### config.mk
export PLATFORM = sky130hd
export DESIGN_NAME = io_frontend_ctrl_flat
export DESIGN_NICKNAME = d
export VERILOG_FILES = /design/src/rtl/io_frontend_ctrl_pkg.sv /design/src/rtl/io_frontend_ctrl_if.sv /design/src/rtl/io_frontend_ctrl_glitch_filter.sv /design/src/rtl/io_frontend_ctrl.sv /design/src/flat_wrapper.sv
export SDC_FILE = /design/constraint.sdc
export NUM_CORES = 1
export LEC_CHECK = 0
export ABC_CLOCK_PERIOD_IN_PS = 2600
export BUFFER_PORTS_ARGS = -buffer_cell sky130_fd_sc_hd__buf_4
export CORE_AREA = 2 2 360 362
export CTS_CLUSTER_DIAMETER = 80
export DETAILED_ROUTE_END_ITERATION = 10
export DIE_AREA = 0 0 362 364
export GPL_TIMING_DRIVEN = 0
export SLEW_MARGIN = 10
export SYNTH_ARGS = -nofsm -noshare
export SYNTH_HDL_FRONTEND = slang
export SYNTH_SLANG_ARGS = --single-unit
### constraint.sdc
create_clock -name clk_i -period 2.6 [get_ports clk_i]
set_input_delay 0.26 -clock clk_i [delete_from_list [all_inputs] [get_ports clk_i]]
set_output_delay 0.26 -clock clk_i [all_outputs]
set_load 0.02 [all_outputs]
### src/rtl/io_frontend_ctrl_pkg.sv
// Shared types and default sizes for the pad-side IO front end.
// Holds the sequencer state encoding and the default channel/config/sync sizes
// that the top-level wrapper generator also uses.
package io_frontend_pkg;

    localparam int unsigned IO_N_IO_DEFAULT        = 48;
    localparam int unsigned IO_NBIT_PADCFG_DEFAULT = 6;
    localparam int unsigned IO_SYNC_STAGES_DEFAULT = 2;

    // Post-reset sequencer: settle window, one-cycle strap latch, then run.
    typedef enum logic [1:0] {
        SETTLE = 2'd0,
        LATCH  = 2'd1,
        RUN    = 2'd2
    } io_state_e;

endpackage

### src/rtl/io_frontend_ctrl_if.sv
// Bundle of the pad-side and core-side buses of io_frontend_ctrl.
// Modports:
//   master - the surroundings: drives raw pad/strap inputs, core outputs/enables,
//            pad config and filter controls; observes everything the front end drives.
//   slave  - the front end itself.
// Signals:
//   pad_in_i, strap_i        raw asynchronous pad and strap values
//   core_out_i, core_oe_i    output data/enables from the core
//   pad_cfg_i                per-pad configuration words from the core
//   filt_en_i, filt_len_i    per-channel filter enable, global filter length
//   core_in_o                filtered inputs to the core
//   pad_out_o, pad_oe_o      output data/enables to the pads
//   pad_cfg_o                configuration to the pads
//   strap_o, strap_valid_o   latched straps and "IO released" flag
interface io_frontend_ctrl_if import io_frontend_pkg::*; #(
    parameter int unsigned N_IO        = IO_N_IO_DEFAULT,
    parameter int unsigned NBIT_PADCFG = IO_NBIT_PADCFG_DEFAULT,
    parameter int unsigned FILT_W      = 4,
    parameter int unsigned N_STRAP     = 2
) ();

    logic [N_IO-1:0]             pad_in_i;
    logic [N_STRAP-1:0]          strap_i;
    logic [N_IO-1:0]             core_out_i;
    logic [N_IO-1:0]             core_oe_i;
    logic [N_IO*NBIT_PADCFG-1:0] pad_cfg_i;
    logic [N_IO-1:0]             filt_en_i;
    logic [FILT_W-1:0]           filt_len_i;

    logic [N_IO-1:0]             core_in_o;
    logic [N_IO-1:0]             pad_out_o;
    logic [N_IO-1:0]             pad_oe_o;
    logic [N_IO*NBIT_PADCFG-1:0] pad_cfg_o;
    logic [N_STRAP-1:0]          strap_o;
    logic                        strap_valid_o;

    modport master (
        output pad_in_i, strap_i, core_out_i, core_oe_i, pad_cfg_i, filt_en_i, filt_len_i,
        input  core_in_o, pad_out_o, pad_oe_o, pad_cfg_o, strap_o, strap_valid_o
    );

    modport slave (
        input  pad_in_i, strap_i, core_out_i, core_oe_i, pad_cfg_i, filt_en_i, filt_len_i,
        output core_in_o, pad_out_o, pad_oe_o, pad_cfg_o, strap_o, strap_valid_o
    );

endinterface

### src/rtl/io_frontend_ctrl_glitch_filter.sv
// Single input channel: SYNC_STAGES-flop synchroniser followed by a glitch filter.
// A change on the synchronised value must persist max(filt_len_i,1) consecutive cycles
// before it reaches filt_o; any agreeing cycle restarts the count. With the filter
// disabled the filtered register simply tracks the synchroniser output.
// Ports:
//   clk_i, rstn_i  core clock, async active-low reset
//   pad_i          raw asynchronous pad value
//   filt_en_i      filter enable for this channel
//   filt_len_i     required persistence length L (0 behaves as 1)
//   filt_o         filtered, registered value
module io_glitch_filter import io_frontend_pkg::*; #(
    parameter int unsigned SYNC_STAGES = IO_SYNC_STAGES_DEFAULT,
    parameter int unsigned FILT_W      = 4,
    parameter logic        RST_VAL_BIT = 1'b0
) (
    input  logic              clk_i,
    input  logic              rstn_i,
    input  logic              pad_i,
    input  logic              filt_en_i,
    input  logic [FILT_W-1:0] filt_len_i,
    output logic              filt_o
);

    logic [SYNC_STAGES-1:0] sync_q;
    logic                   sync_s;
    logic                   filt_q, filt_d;
    logic [FILT_W-1:0]      cnt_q, cnt_d;
    logic [FILT_W-1:0]      len_eff;
    logic [FILT_W:0]        cnt_inc;

    always_ff @(posedge clk_i or negedge rstn_i) begin
        if (!rstn_i) begin
            sync_q <= {SYNC_STAGES{RST_VAL_BIT}};
        end else begin
            sync_q <= {sync_q[SYNC_STAGES-2:0], pad_i};
        end
    end

    assign sync_s = sync_q[SYNC_STAGES-1];

    always_comb begin
        len_eff = (filt_len_i == '0) ? FILT_W'(1) : filt_len_i;
        // One extra bit so the compare stays correct even if L shrank mid-count.
        cnt_inc = {1'b0, cnt_q} + (FILT_W+1)'(1);
        filt_d  = filt_q;
        cnt_d   = '0;
        if (!filt_en_i) begin
            filt_d = sync_s;
        end else if (sync_s != filt_q) begin
            if (cnt_inc >= {1'b0, len_eff}) begin
                filt_d = sync_s;
            end else begin
                cnt_d = cnt_inc[FILT_W-1:0];
            end
        end
    end

    always_ff @(posedge clk_i or negedge rstn_i) begin
        if (!rstn_i) begin
            filt_q <= RST_VAL_BIT;
            cnt_q  <= '0;
        end else begin
            filt_q <= filt_d;
            cnt_q  <= cnt_d;
        end
    end

    assign filt_o = filt_q;

endmodule

### src/rtl/io_frontend_ctrl.sv
// Pad-side front end between the pad instances and the core.
// - Every pad input is synchronised and glitch-filtered per channel.
// - Pad output data and configuration pass straight through.
// - Output enables are held low until the post-reset sequencer reaches RUN.
// - Boot straps are synchronised, latched once at the end of the settle window and
//   then frozen until the next reset.
// Ports:
//   clk_i   core reference clock
//   rstn_i  asynchronous active-low reset
//   bus     io_frontend_ctrl_if slave modport carrying all pad/core/strap signals
module io_frontend_ctrl import io_frontend_pkg::*; #(
    parameter int unsigned     N_IO        = IO_N_IO_DEFAULT,
    parameter int unsigned     NBIT_PADCFG = IO_NBIT_PADCFG_DEFAULT,
    parameter int unsigned     SYNC_STAGES = IO_SYNC_STAGES_DEFAULT,
    parameter int unsigned     FILT_W      = 4,
    parameter int unsigned     N_STRAP     = 2,
    parameter int unsigned     SETTLE_CYC  = 16,
    parameter logic [N_IO-1:0] RST_VAL     = '0
) (
    input  logic               clk_i,
    input  logic               rstn_i,
    io_frontend_ctrl_if.slave  bus
);

    localparam int unsigned      CntW    = (SETTLE_CYC > 1) ? $clog2(SETTLE_CYC) : 1;
    localparam logic [CntW-1:0] LastCnt = CntW'(SETTLE_CYC - 1);

    // ------------------------------------------------------------------
    // Input channels
    // ------------------------------------------------------------------
    for (genvar i = 0; i < N_IO; i++) begin : g_chan
        io_glitch_filter #(
            .SYNC_STAGES (SYNC_STAGES),
            .FILT_W      (FILT_W),
            .RST_VAL_BIT (RST_VAL[i])
        ) u_filt (
            .clk_i      (clk_i),
            .rstn_i     (rstn_i),
            .pad_i      (bus.pad_in_i[i]),
            .filt_en_i  (bus.filt_en_i[i]),
            .filt_len_i (bus.filt_len_i),
            .filt_o     (bus.core_in_o[i])
        );
    end

    // ------------------------------------------------------------------
    // Strap synchronisers (unfiltered)
    // ------------------------------------------------------------------
    logic [N_STRAP-1:0] strap_sync_q [SYNC_STAGES];

    always_ff @(posedge clk_i or negedge rstn_i) begin
        if (!rstn_i) begin
            for (int k = 0; k < SYNC_STAGES; k++) begin
                strap_sync_q[k] <= '0;
            end
        end else begin
            strap_sync_q[0] <= bus.strap_i;
            for (int k = 1; k < SYNC_STAGES; k++) begin
                strap_sync_q[k] <= strap_sync_q[k-1];
            end
        end
    end

    // ------------------------------------------------------------------
    // Post-reset sequencer and strap latch
    // ------------------------------------------------------------------
    io_state_e          state_q, state_d;
    logic [CntW-1:0]    cnt_q, cnt_d;
    logic [N_STRAP-1:0] strap_q, strap_d;

    always_ff @(posedge clk_i or negedge rstn_i) begin
        if (!rstn_i) begin
            state_q <= SETTLE;
            cnt_q   <= '0;
            strap_q <= '0;
        end else begin
            state_q <= state_d;
            cnt_q   <= cnt_d;
            strap_q <= strap_d;
        end
    end

    always_comb begin
        state_d = state_q;
        cnt_d   = cnt_q;
        strap_d = strap_q;
        unique case (state_q)
            SETTLE: begin
                if (cnt_q == LastCnt) begin
                    state_d = LATCH;
                end else begin
                    cnt_d = cnt_q + CntW'(1);
                end
            end
            LATCH: begin
                // Straps and the RUN state land on the same edge, so valid and
                // value are never seen out of step.
                strap_d = strap_sync_q[SYNC_STAGES-1];
                state_d = RUN;
            end
            RUN: begin
                state_d = RUN;
            end
            default: begin
                state_d = SETTLE;
            end
        endcase
    end

    // ------------------------------------------------------------------
    // Outputs
    // ------------------------------------------------------------------
    logic run;
    assign run = (state_q == RUN);

    assign bus.strap_o       = strap_q;
    assign bus.strap_valid_o = run;
    assign bus.pad_oe_o      = bus.core_oe_i & {N_IO{run}};
    assign bus.pad_out_o     = bus.core_out_i;
    assign bus.pad_cfg_o     = bus.pad_cfg_i;

endmodule
### src/flat_wrapper.sv
// flat-port wrapper written by rule: the top's interface ports become plain ports
module io_frontend_ctrl_flat import io_frontend_pkg::*;
#(
    parameter int unsigned     N_IO        = IO_N_IO_DEFAULT,
    parameter int unsigned     NBIT_PADCFG = IO_NBIT_PADCFG_DEFAULT,
    parameter int unsigned     SYNC_STAGES = IO_SYNC_STAGES_DEFAULT,
    parameter int unsigned     FILT_W      = 4,
    parameter int unsigned     N_STRAP     = 2,
    parameter int unsigned     SETTLE_CYC  = 16,
    parameter logic [N_IO-1:0] RST_VAL     = '0
)
  (clk_i, rstn_i, bus_pad_in_i, bus_strap_i, bus_core_out_i, bus_core_oe_i, bus_pad_cfg_i, bus_filt_en_i, bus_filt_len_i, bus_core_in_o, bus_pad_out_o, bus_pad_oe_o, bus_pad_cfg_o, bus_strap_o, bus_strap_valid_o);
  io_frontend_ctrl_if #(.N_IO(N_IO), .NBIT_PADCFG(NBIT_PADCFG), .FILT_W(FILT_W), .N_STRAP(N_STRAP)) bus_i ();
  input  logic clk_i;
  input  logic rstn_i;
  input wire logic [$bits(bus_i.pad_in_i)-1:0] bus_pad_in_i;
  input wire logic [$bits(bus_i.strap_i)-1:0] bus_strap_i;
  input wire logic [$bits(bus_i.core_out_i)-1:0] bus_core_out_i;
  input wire logic [$bits(bus_i.core_oe_i)-1:0] bus_core_oe_i;
  input wire logic [$bits(bus_i.pad_cfg_i)-1:0] bus_pad_cfg_i;
  input wire logic [$bits(bus_i.filt_en_i)-1:0] bus_filt_en_i;
  input wire logic [$bits(bus_i.filt_len_i)-1:0] bus_filt_len_i;
  output wire logic [$bits(bus_i.core_in_o)-1:0] bus_core_in_o;
  output wire logic [$bits(bus_i.pad_out_o)-1:0] bus_pad_out_o;
  output wire logic [$bits(bus_i.pad_oe_o)-1:0] bus_pad_oe_o;
  output wire logic [$bits(bus_i.pad_cfg_o)-1:0] bus_pad_cfg_o;
  output wire logic [$bits(bus_i.strap_o)-1:0] bus_strap_o;
  output wire logic [$bits(bus_i.strap_valid_o)-1:0] bus_strap_valid_o;
  assign bus_i.pad_in_i = bus_pad_in_i;
  assign bus_i.strap_i = bus_strap_i;
  assign bus_i.core_out_i = bus_core_out_i;
  assign bus_i.core_oe_i = bus_core_oe_i;
  assign bus_i.pad_cfg_i = bus_pad_cfg_i;
  assign bus_i.filt_en_i = bus_filt_en_i;
  assign bus_i.filt_len_i = bus_filt_len_i;
  assign bus_core_in_o = bus_i.core_in_o;
  assign bus_pad_out_o = bus_i.pad_out_o;
  assign bus_pad_oe_o = bus_i.pad_oe_o;
  assign bus_pad_cfg_o = bus_i.pad_cfg_o;
  assign bus_strap_o = bus_i.strap_o;
  assign bus_strap_valid_o = bus_i.strap_valid_o;
  io_frontend_ctrl #(.N_IO(N_IO), .NBIT_PADCFG(NBIT_PADCFG), .SYNC_STAGES(SYNC_STAGES), .FILT_W(FILT_W), .N_STRAP(N_STRAP), .SETTLE_CYC(SETTLE_CYC), .RST_VAL(RST_VAL)) u_core (.clk_i(clk_i), .rstn_i(rstn_i), .bus(bus_i));
endmodule
==> results of run 1 <==
==> placed cells by master, fill, tap and decap left out, types with 97 or more instances in the layout <==
cell type	synthesis	routed
buf_4	437	1022
dfrtp_1	348	348
ha_1	148	147
nor2_1	145	145
nand3_1	144	144
o31ai_1	141	141
nand2_1	105	105
dlygate4sd3_1	0	99
xor2_1	97	97
inv_1	98	97
==> logic make-up after synthesis <==
| logic type | count (synthesis) | share of synthesized area (%) |
|---|---|---|
| AOI/OAI and AO/OA | 388 | 12.2 |
| xor gates and xnor gates | 193 | 6.77 |
| adders and majority gates | 148 | 7.42 |
| buffers and inverters | 583 | 15.7 |
| DFF | 348 | 34.9 |
| muxes | 52 | 2.76 |
| and+or+nand+nor | 916 | 20.2 |
==> cell type report <==
cell class	instances	area, sq um
Antenna cell	5	12.5
Buffer	483	3550
Clock buffer	65	1310
Clock inverter	20	314
Fill cell	13600	93800
Inverter	99	374
Multi-Input combinational cell	1700	12500
Sequential cell	348	8710
Tap cell	1675	2100
Timing Repair Buffer	698	5680
==> report_power, final <==
group | switching, mW | leakage, nW | internal (mW)
Combinational | 4.03 | 10.6 | 3.41
Sequential | 0.644 | 4.44 | 6.09
Clock | 2.83 | 0.793 | 4.08
==> flip-flops by register name (all words and copies together), names as in the netlist <==
name,cells
u_core.g_chan.u_filt.sync_q,96
u_core.strap_sync_q,4
u_core.g_chan.u_filt.filt_o,48
u_core.bus.strap_o,2
u_core.g_chan.u_filt.cnt_q,192
u_core.state_q,2
u_core.cnt_q,4
==> final timing paths <==
| check | from | to | slack [ps] | cells past startpoint |
|---|---|---|---|---|
| min reg2reg | u_core.g_chan[41].u_filt.sync_q[0]$_DFF_PN0_ | u_core.g_chan[41].u_filt.sync_q[1]$_DFF_PN0_ | 350 | 0 |
| max reg2reg | u_core.g_chan[38].u_filt.cnt_q[0]$_DFF_PN0_ | u_core.g_chan[38].u_filt.cnt_q[2]$_DFF_PN0_ | 570 | 5 |
| max in group asynchronous | rstn_i | u_core.state_q[0]$_DFFE_PN0N_ | 930 | 4 |
| min | bus_pad_in_i[22] | u_core.g_chan[22].u_filt.sync_q[0]$_DFF_PN0_ | 260 | 2 |
| min in group asynchronous | rstn_i | u_core.g_chan[32].u_filt.sync_q[1]$_DFF_PN0_ | 270 | 2 |
| max | u_core.state_q[0]$_DFFE_PN0N_ | bus_pad_oe_o[23] | 120 | 6 |
==> per-stage QoR <==
step                utilization [%]  total power [mW]
floorplan                         -              11.5
CTS                            26.8              21.2
global route                   26.9              22.5
detailed placement             24.6              13.8
finish                         26.9              21.1
global placement               24.5              13.7
==> what timing repair did <==
item / CTS / global route
cloned: 3 / 0
pin swaps: 4 / 1
hold buffers: 99 / 0
buffers inserted: 10 / 0
setup endpoints to repair: 260 / 117
resized for setup: 9 / 27
hold endpoints to repair: 190 / 0
==> routing by layer <==
| metal | wire (um) | global-route usage (%) | share of wire (%) |
|---|---|---|---|
| met3 | 4960 | 2.02 | 5.7 |
| met2 | 39600 | 19.6 | 46 |
| met5 | 38 | 0 | 0.044 |
| met1 | 39700 | 17.1 | 46 |
| met4 | 2120 | 4.08 | 2.5 |
==> cells in the mapped netlist (all sizes together), types with 2 or more instances <==
master / n / area [sq um]
ha: 148 / 1850
nand3: 144 / 721
dfrtp: 348 / 8710
nand2: 145 / 644
nand3b: 47 / 353
and2: 48 / 300
and3: 96 / 602
clkbuf: 20 / 75.1
mux2: 3 / 33.8
xor2: 97 / 850
o21ai: 48 / 240
or3b: 47 / 412
inv: 99 / 372
o211ai: 50 / 405
or4: 48 / 360
o31ai: 141 / 1060
buf: 464 / 3470
mux2i: 49 / 656
a21oi: 2 / 10.0
a221oi: 48 / 420
nor3: 96 / 480
o2111ai: 47 / 412
nor2b: 2 / 12.5
nor2: 145 / 544
a21boi: 3 / 22.5
nand2b: 96 / 601
a41o: 47 / 470
xnor2: 96 / 841
==> run_results.csv, run 1 <==
group,metric,value,unit
sta,period_share,95.4,%
clock_network,numCtsBuffers,47,
place,placed_area,31600,sq um
floorplan,die_w,362,um
floorplan,num_rows,132,
global_route,grt_pass1_vias,21100,
global_route,antenna_found_initial,13,
clock_network,clockBufferDepth,3,
place,hpwl,62.0,mm
clock_network,clock-sinks,348,
clock_network,cts-root-buf,"clkbuf_16",
routing,via_count,21900,
clock_network,cts_tree,"done",
worst_setup_path,critical-path-max-stage-delay,380,ps
worst_setup_path,cp_top_family,"buffers and inverters",
pwr,power_density,610,nW/um^2
sta,fin_crit,2480,ps
place,placedCellCount,4892,
place,io_buffers,585,
place,pre_cts_ws,-1470,ps
sta,fmax,403,MHz
pwr,power_leakage,15.8,nW
sta,hold_ws,255,ps
clock_network,clk_latency,650,ps
sta,setup_tns,0,ps
worst_setup_path,setup.worst_path.class,"reg -> out",
pwr,vdd_drop_max,0.000419,V
yosys,synth_top_flop_cell,"dfrtp_1",
worst_setup_path,critPathRequiredTime,2340,ps
sta,max_slew_margin,25.4,%
routing,drt-pass1-iter-count,5,
routing,drc_errors,0,
worst_setup_path,crit_chain,"inv_1 > ha_2 > clkbuf_2 > clkbuf_2 > and2_1 > buf_4",
worst_setup_path,end_kind,"output pin",
final_layout,fin_area,34600,sq um
hold_path,hold_class,"in -> reg",
sta,rsz0062_at_grt,"no",
global_route,grt_pass1_wl,125,mm
routing,wl_per_cell,17.0,um
clock_network,htreeDepth,2,
floorplan,die_y,364,um
yosys,netlist_instances,2628,
place,gp_congestion,0.823,
worst_setup_path,crit_path_top_delay_cell,"dfrtp_1",
worst_setup_path,crit_buf_inv,4,
worst_setup_path,critPathMostFrequentCell,"clkbuf_2",
routing,via_per_inst,4.31,
routing,ant_nets,0,
run,cap_violations,0,
floorplan,placeableCoreArea,128000,sq um
sta,fin_skew,40.5,ps
worst_setup_path,cp_max_fo,10,
final_layout,area_growth,38.6,%
sta,final_max_slew_viol_count,0,
sta,setup_violations,0,
worst_setup_path,crit_arrival,2220,ps
floorplan,die-area,132000,sq um
global_route,grt.total_usage,12.4,%
clock_network,clk_pin_slew_worst_paths,60,ps
routing,drt_first_iter_violations,1287,
floorplan,start_util,19.4,%
final_layout,finalNetCount,4013,
yosys,synth_seq_cells,348,
global_route,grt_max_degree,97,
yosys,ys.warnings.count,0,
yosys,syn_nets,3264,
floorplan,ios,923,
final_layout,layout.cells.non_filler,5093,
yosys,async_reset_ff_share,100,%
final_layout,drive_gt1_share,37.1,%
yosys,syn_area,25000,sq um
yosys,syn-mean-instance-area,9.49,sq um
yosys,synth.distinct_cells,42,
status,status,"complete, no violations",
yosys,synth_edf_count,0,
routing,finalWirelength,86.4,mm
worst_setup_path,startpoint_type,"flop",
global_route,grt_overflow_total,0,
sta,fin_ws,120,ps
sta,hold_viol_final,0,
yosys,yosysSeqAreaShare,34.9,%
sta,tightestPinTransition,1120,ps
Power figures use the tool's default switching activity.
==> run 2: changes to the inputs <==
--- a/config.mk
+++ b/config.mk
@@ -5,7 +5,7 @@
 export SDC_FILE = /design/constraint.sdc
 export NUM_CORES = 1
 export LEC_CHECK = 0
-export ABC_CLOCK_PERIOD_IN_PS = 2600
+export ABC_CLOCK_PERIOD_IN_PS = 3000
 export BUFFER_PORTS_ARGS = -buffer_cell sky130_fd_sc_hd__buf_4
 export CORE_AREA = 2 2 360 362
 export CTS_CLUSTER_DIAMETER = 80
==> constraint.sdc (replaced) <==
create_clock -name clk_i -period 3 [get_ports clk_i]
set_input_delay 0.3 -clock clk_i [delete_from_list [all_inputs] [get_ports clk_i]]
set_output_delay 0.3 -clock clk_i [all_outputs]
set_load 0.02 [all_outputs]
==> run_results.csv, run 2 (synthesis gave the netlist of run 1 again) <==
group,metric,value,unit
status,status,"complete, no violations",
final_layout,final_common_cell,"buf_4",
sta,fin_skew,19.6,ps
final_layout,largest_reg_flops,192,
place,hpwl,61.3,mm
global_route,grt_max_degree,100,
worst_setup_path,critPathRequiredTime,2700,ps
pwr,power_density,520,nW/um^2
place,placed_area,31600,sq um
worst_setup_path,critical-path-max-stage-delay,380,ps
sta,setup_tns,0,ps
clock_network,clock-sinks,348,
floorplan,die-area,132000,sq um
worst_setup_path,timing.rr.start,"u_core.g_chan[4].u_filt.cnt_q[0]$_DFF_PN0_",
worst_setup_path,reg2regPathDepth,5,
floorplan,ios,923,
routing,drt_first_iter_violations,1363,
worst_setup_path,crit_arrival,2500,ps
floorplan,num_rows,132,
pwr,finalPower,17.8,mW
clock_network,numCtsBuffers,47,
sta,max_slew_margin,17.1,%
place,gp_congestion,0.812,
routing,via_per_inst,4.29,
clock_network,cts_tree,"done",
worst_setup_path,setup.worst_path.class,"reg -> out",
routing,ant_nets,0,
worst_setup_path,startpoint_type,"flop",
routing,drt-pass1-iter-count,5,
sta,tightestPinTransition,1240,ps
final_layout,area_growth,37.0,%
routing,via_count,21800,
final_layout,finalNetCount,4001,
global_route,grt_overflow_total,0,
worst_setup_path,critPathMostFrequentCell,"clkbuf_1",
worst_setup_path,r2r_setup_slack,860,ps
sta,hold_ws,299,ps
sta,setup_violations,0,
sta,fin_crit,2800,ps
clock_network,clk_pin_slew_worst_paths,60,ps
routing,drc_errors,0,
global_route,antenna_found_initial,15,
final_layout,largest_register,"u_core.g_chan.u_filt.cnt_q",
clock_network,cts-root-buf,"clkbuf_16",
floorplan,die_y,364,um
global_route,grt.total_usage,11.9,%
worst_setup_path,startpoint,"u_core.state_q[0]$_DFFE_PN0N_",
worst_setup_path,crit_chain,"inv_1 > ha_1 > clkbuf_1 > clkbuf_1 > and2_1 > buf_4",
routing,wl_per_cell,16.3,um
final_layout,drive_gt1_share,36.2,%
sta,final_max_slew_viol_count,0,
pwr,power_leakage,15.7,nW
place,io_buffers,585,
final_layout,layout_common_cells,"buf_4 (1020), dfrtp_1 (348), ha_1 (148), nor2_1 (145), nand3_1 (144)",
clock_network,clockBufferDepth,3,
worst_setup_path,cp_max_fo,10,
clock_network,clk_latency,620,ps
routing,finalWirelength,82.9,mm
sta,fin_ws,200,ps
sta,period_share,93.3,%
sta,hold_viol_final,0,
worst_setup_path,crit_path_top_delay_cell,"dfrtp_1",
floorplan,placeableCoreArea,128000,sq um
run,cap_violations,0,
hold_path,hold_class,"in -> async",
pwr,vdd_drop_max,0.000348,V
sta,rsz0062_at_grt,"no",
global_route,grt_pass1_wl,122,mm
clock_network,htreeDepth,2,
final_layout,fin_area,34200,sq um
sta,fmax,357,MHz
floorplan,start_util,19.4,%
worst_setup_path,end_kind,"output pin",
global_route,grt_pass1_vias,21100,
worst_setup_path,rr_endpoint,"u_core.g_chan[4].u_filt.cnt_q[0]$_DFF_PN0_",
clock_network,cts_setup_buffers,0,
floorplan,die_w,362,um
place,pre_cts_ws,-891,ps
[run 2: through the flow]
stage / instances / util [%]
after global routing: 5082 / 26.6
after global placement: 4888 / 24.5
after CTS: 5077 / 26.6
final: 5085 / 26.6
after detailed placement: 4893 / 24.6
after floorplan: 2628 / -
[run 2: timing repair]
action	CTS	global route
endpoints found under the hold margin	185	0
cloned	0	0
pin swaps	0	0
endpoints found under the setup margin	134	37
hold buffers	99	0
resized for setup	0	4
[run 2: power breakdown]
part	switching [mW]	internal, mW
Combinational	3.36	2.81
Sequential	0.561	5.28
Clock	2.34	3.43
Total	6.26	11.5
[run 2: layout make-up]
class	count	area, sq um
Antenna cell	8	20.0
Buffer	483	3550
Clock buffer	70	1410
Clock inverter	16	161
Fill cell	13600	94100
Inverter	99	374
Multi-Input combinational cell	1697	12300
Sequential cell	348	8710
Tap cell	1675	2100
Timing Repair Buffer	689	5530
[run 2: worst max path at each step]
stage | to | slack [ps] | depth (start not counted)
floorplan | u_core.g_chan[10].u_filt.cnt_q[1]$_DFF_PN0_ | 160 | 11
global placement | u_core.g_chan[15].u_filt.sync_q[0]$_DFF_PN0_ | -2260 | 1
detailed placement | u_core.g_chan[42].u_filt.cnt_q[0]$_DFF_PN0_ | -890 | 12
CTS | bus_pad_oe_o[3] | 50 | 6
global route | bus_pad_oe_o[47] | 20 | 6
finish | bus_pad_oe_o[47] | 200 | 6
[run 2: metal layers]
layer	vias to the layer above	global-route usage, %	part of all wire, %
li1	10500	-	-
met4	6	4.11	2.8
met1	10300	16.0	44
met2	786	19.4	47
met3	123	2.04	6.2
met5	-	0	0.041
[run 2: critical path: cells and delay by family, from the launching register on]
family                     cells  cell delay [ps]
buffers and inverters          4              990
DFF                            1              380
adders and majority gates      1              270
and+or+nand+nor                1              260
==> run 3: changes to the inputs <==
==> constraint.sdc (replaced) <==
create_clock -name clk_i -period 3 [get_ports clk_i]
set_input_delay 0.75 -clock clk_i [delete_from_list [all_inputs] [get_ports clk_i]]
set_output_delay 0.75 -clock clk_i [all_outputs]
set_load 0.02 [all_outputs]
==> run_results.csv, run 3 (synthesis gave the netlist of run 1 again) <==
group,metric,value,unit
global_route,busiest_layer,"met2",
final_layout,layout_common_cells,"buf_4 (1027), dfrtp_1 (348), ha_1 (147), nor2_1 (145), nand3_1 (144)",
global_route,grt_use_met3,3.01,%
worst_setup_path,critical-path-max-stage-delay,380,ps
sta,tightestPinTransition,1070,ps
floorplan,ios,923,
clock_network,postCtsHoldBufs,0,
final_layout,final_common_cell,"buf_4",
sta,hold_viol_final,0,
worst_setup_path,cp_max_fo,10,
clock_network,numCtsBuffers,50,
run,cap_violations,0,
final_layout,layout.cells.non_filler,4996,
routing,ant_nets,0,
sta,fin_crit,2840,ps
status,status,"complete, no violations",
routing,finalWirelength,85.5,mm
final_layout,drive_gt1_share,39.2,%
clock_network,clock-sinks,348,
worst_setup_path,startpoint,"u_core.state_q[0]$_DFFE_PN0N_",
pwr,power_leakage,15.5,nW
global_route,grt_pass1_wl,124,mm
sta,period_share,94.6,%
clock_network,clk_latency,640,ps
worst_setup_path,startpoint_type,"flop",
sta,final_max_slew_viol_count,0,
routing,drt_first_iter_violations,1082,
worst_setup_path,end_kind,"output pin",
global_route,grt_max_degree,93,
final_layout,area_growth,35.1,%
global_route,grt_overflow_total,0,
pwr,vdd_drop_max,0.000410,V
worst_setup_path,crit_arrival,2090,ps
clock_network,cts-root-buf,"clkbuf_16",
sta,max_slew_margin,28.4,%
worst_setup_path,crit_chain,"inv_1 > ha_2 > buf_4 > clkbuf_2 > and2_2 > buf_4",
clock_network,cts_tree,"done",
clock_network,htreeDepth,2,
worst_setup_path,rr_endpoint,"u_core.g_chan[29].u_filt.cnt_q[1]$_DFF_PN0_",
pwr,power_density,541,nW/um^2
floorplan,start_util,19.4,%
place,gp_congestion,0.833,
clock_network,clk_pin_slew_worst_paths,60,ps
final_layout,fillers,13600,
worst_setup_path,setup.worst_path.class,"reg -> out",
floorplan,die-area,132000,sq um
global_route,grt_pass1_vias,20700,
floorplan,die_w,362,um
floorplan,num_rows,132,
worst_setup_path,crit_path_top_delay_cell,"dfrtp_1",
floorplan,die_y,364,um
routing,via_per_inst,4.31,
worst_setup_path,r2r_setup_slack,1020,ps
routing,wl_per_cell,17.1,um
floorplan,placeableCoreArea,128000,sq um
place,io_buffers,585,
worst_setup_path,critPathMostFrequentCell,"buf_4",
pwr,finalPower,18.2,mW
final_layout,largest_reg_flops,192,
sta,setup_tns,0,ps
sta,fin_skew,43.0,ps
routing,drt-pass1-iter-count,5,
final_layout,largest_register,"u_core.g_chan.u_filt.cnt_q",
sta,rsz0062_at_grt,"no",
global_route,antenna_found_initial,14,
worst_setup_path,critPathRequiredTime,2250,ps
global_route,grtUsageMet1,15.9,%
global_route,grt.total_usage,12.3,%
sta,fmax,352,MHz
global_route,met2_usage,20.0,%
hold_path,hold_class,"in -> async",
clock_network,clockBufferDepth,3,
worst_setup_path,reg2regPathDepth,5,
place,hpwl,61.9,mm
routing,via_count,21500,
final_layout,finalNetCount,3918,
sta,setup_violations,0,
place,placedCellCount,4892,
worst_setup_path,cp-endpoint,"bus_pad_oe_o[19]",
worst_setup_path,timing.rr.start,"u_core.g_chan[29].u_filt.cnt_q[0]$_DFF_PN0_",
routing,drc_errors,0,
-- run 3: cell types whose count changed in the layout (fill, tap and decap cells not counted), sizes merged --
cell / before / now
clkinvlp: 1 / 3
buf: 1053 / 1064
clkbuf: 90 / 84
dlygate4sd3: 99 / 0
or2: 1 / 4
diode: 8 / 3
bufinv: 2 / 3
clkinv: 9 / 13
-- run 3: power breakdown --
group / leakage, nW / internal, mW / switching, mW
clock network: 0.797 / 3.51 / 2.41
logic: 10.2 / 2.97 / 3.52
registers: 4.44 / 5.28 / 0.558
total: 15.5 / 11.8 / 6.48
-- run 3: how the worst min path moves through the flow --
stage                                                      start                                            to  slack [ps]  cells past startpoint
floorplan            u_core.g_chan[0].u_filt.sync_q[0]$_DFF_PN0_   u_core.g_chan[0].u_filt.sync_q[1]$_DFF_PN0_         330                      0
global placement                u_core.strap_sync_q[2]$_DFF_PN0_              u_core.strap_sync_q[0]$_DFF_PN0_         330                      0
detailed placement  u_core.g_chan[37].u_filt.sync_q[0]$_DFF_PN0_  u_core.g_chan[37].u_filt.sync_q[1]$_DFF_PN0_         330                      0
CTS                                                       rstn_i  u_core.g_chan[36].u_filt.sync_q[0]$_DFF_PN0_         130                      1
global route                                    bus_pad_in_i[24]  u_core.g_chan[24].u_filt.sync_q[0]$_DFF_PN0_         150                      1
finish                                                    rstn_i  u_core.g_chan[36].u_filt.sync_q[0]$_DFF_PN0_         150                      1
-- run 3: area by class of cell --
cell class | instances | area (sq um) | area share (%)
well taps | 1675 | 2100 | 6.22
flip-flops and latches | 348 | 8710 | 25.8
inverters | 99 | 374 | 1.11
diodes | 3 | 7.51 | 0.0223
repair buffers | 601 | 4670 | 13.9
plain buffers | 482 | 3550 | 10.5
clock buffers | 65 | 1390 | 4.12
multi-input cells | 1700 | 12700 | 37.6
clock inverters | 23 | 235 | 0.698
-- run 3: stage by stage --
stage | setup slack (ps) | hold slack [ps] | utilization (%) | area, sq um
6_report | 161 | 150 | 26.3 | 33700
5_1_grt | 8.52 | 152 | 26.3 | 33700
4_1_cts | 1.07 | 128 | 26.3 | 33700
3_5_place_dp | -1350 | 335 | 24.8 | 31900
3_3_place_gp | -2810 | 334 | 24.7 | 31700
2_1_floorplan | -12.5 | 331 | - | 25300
-- run 3: repair_timing --
action                     in CTS  in global routing
pin swaps                       4                  0
cloned                          3                  0
resized for setup              11                  6
setup endpoints to repair     261                150
setup buffers                  12                  0
-- run 3: worst max-delay path: cells and delay by family, from the launching register on --
| family | cells | cell delay (ps) |
|---|---|---|
| buf+inv | 4 | 620 |
| flops | 1 | 380 |
| fa+ha+maj | 1 | 240 |
| simple gates | 1 | 220 |
-- run 3: layer usage --
layer / part of all wire (%) / vias up
li1: - / 10400
met1: 43 / 10300
met2: 46 / 783
met3: 7.7 / 108
met4: 2.6 / 6
met5: 0.047 / -
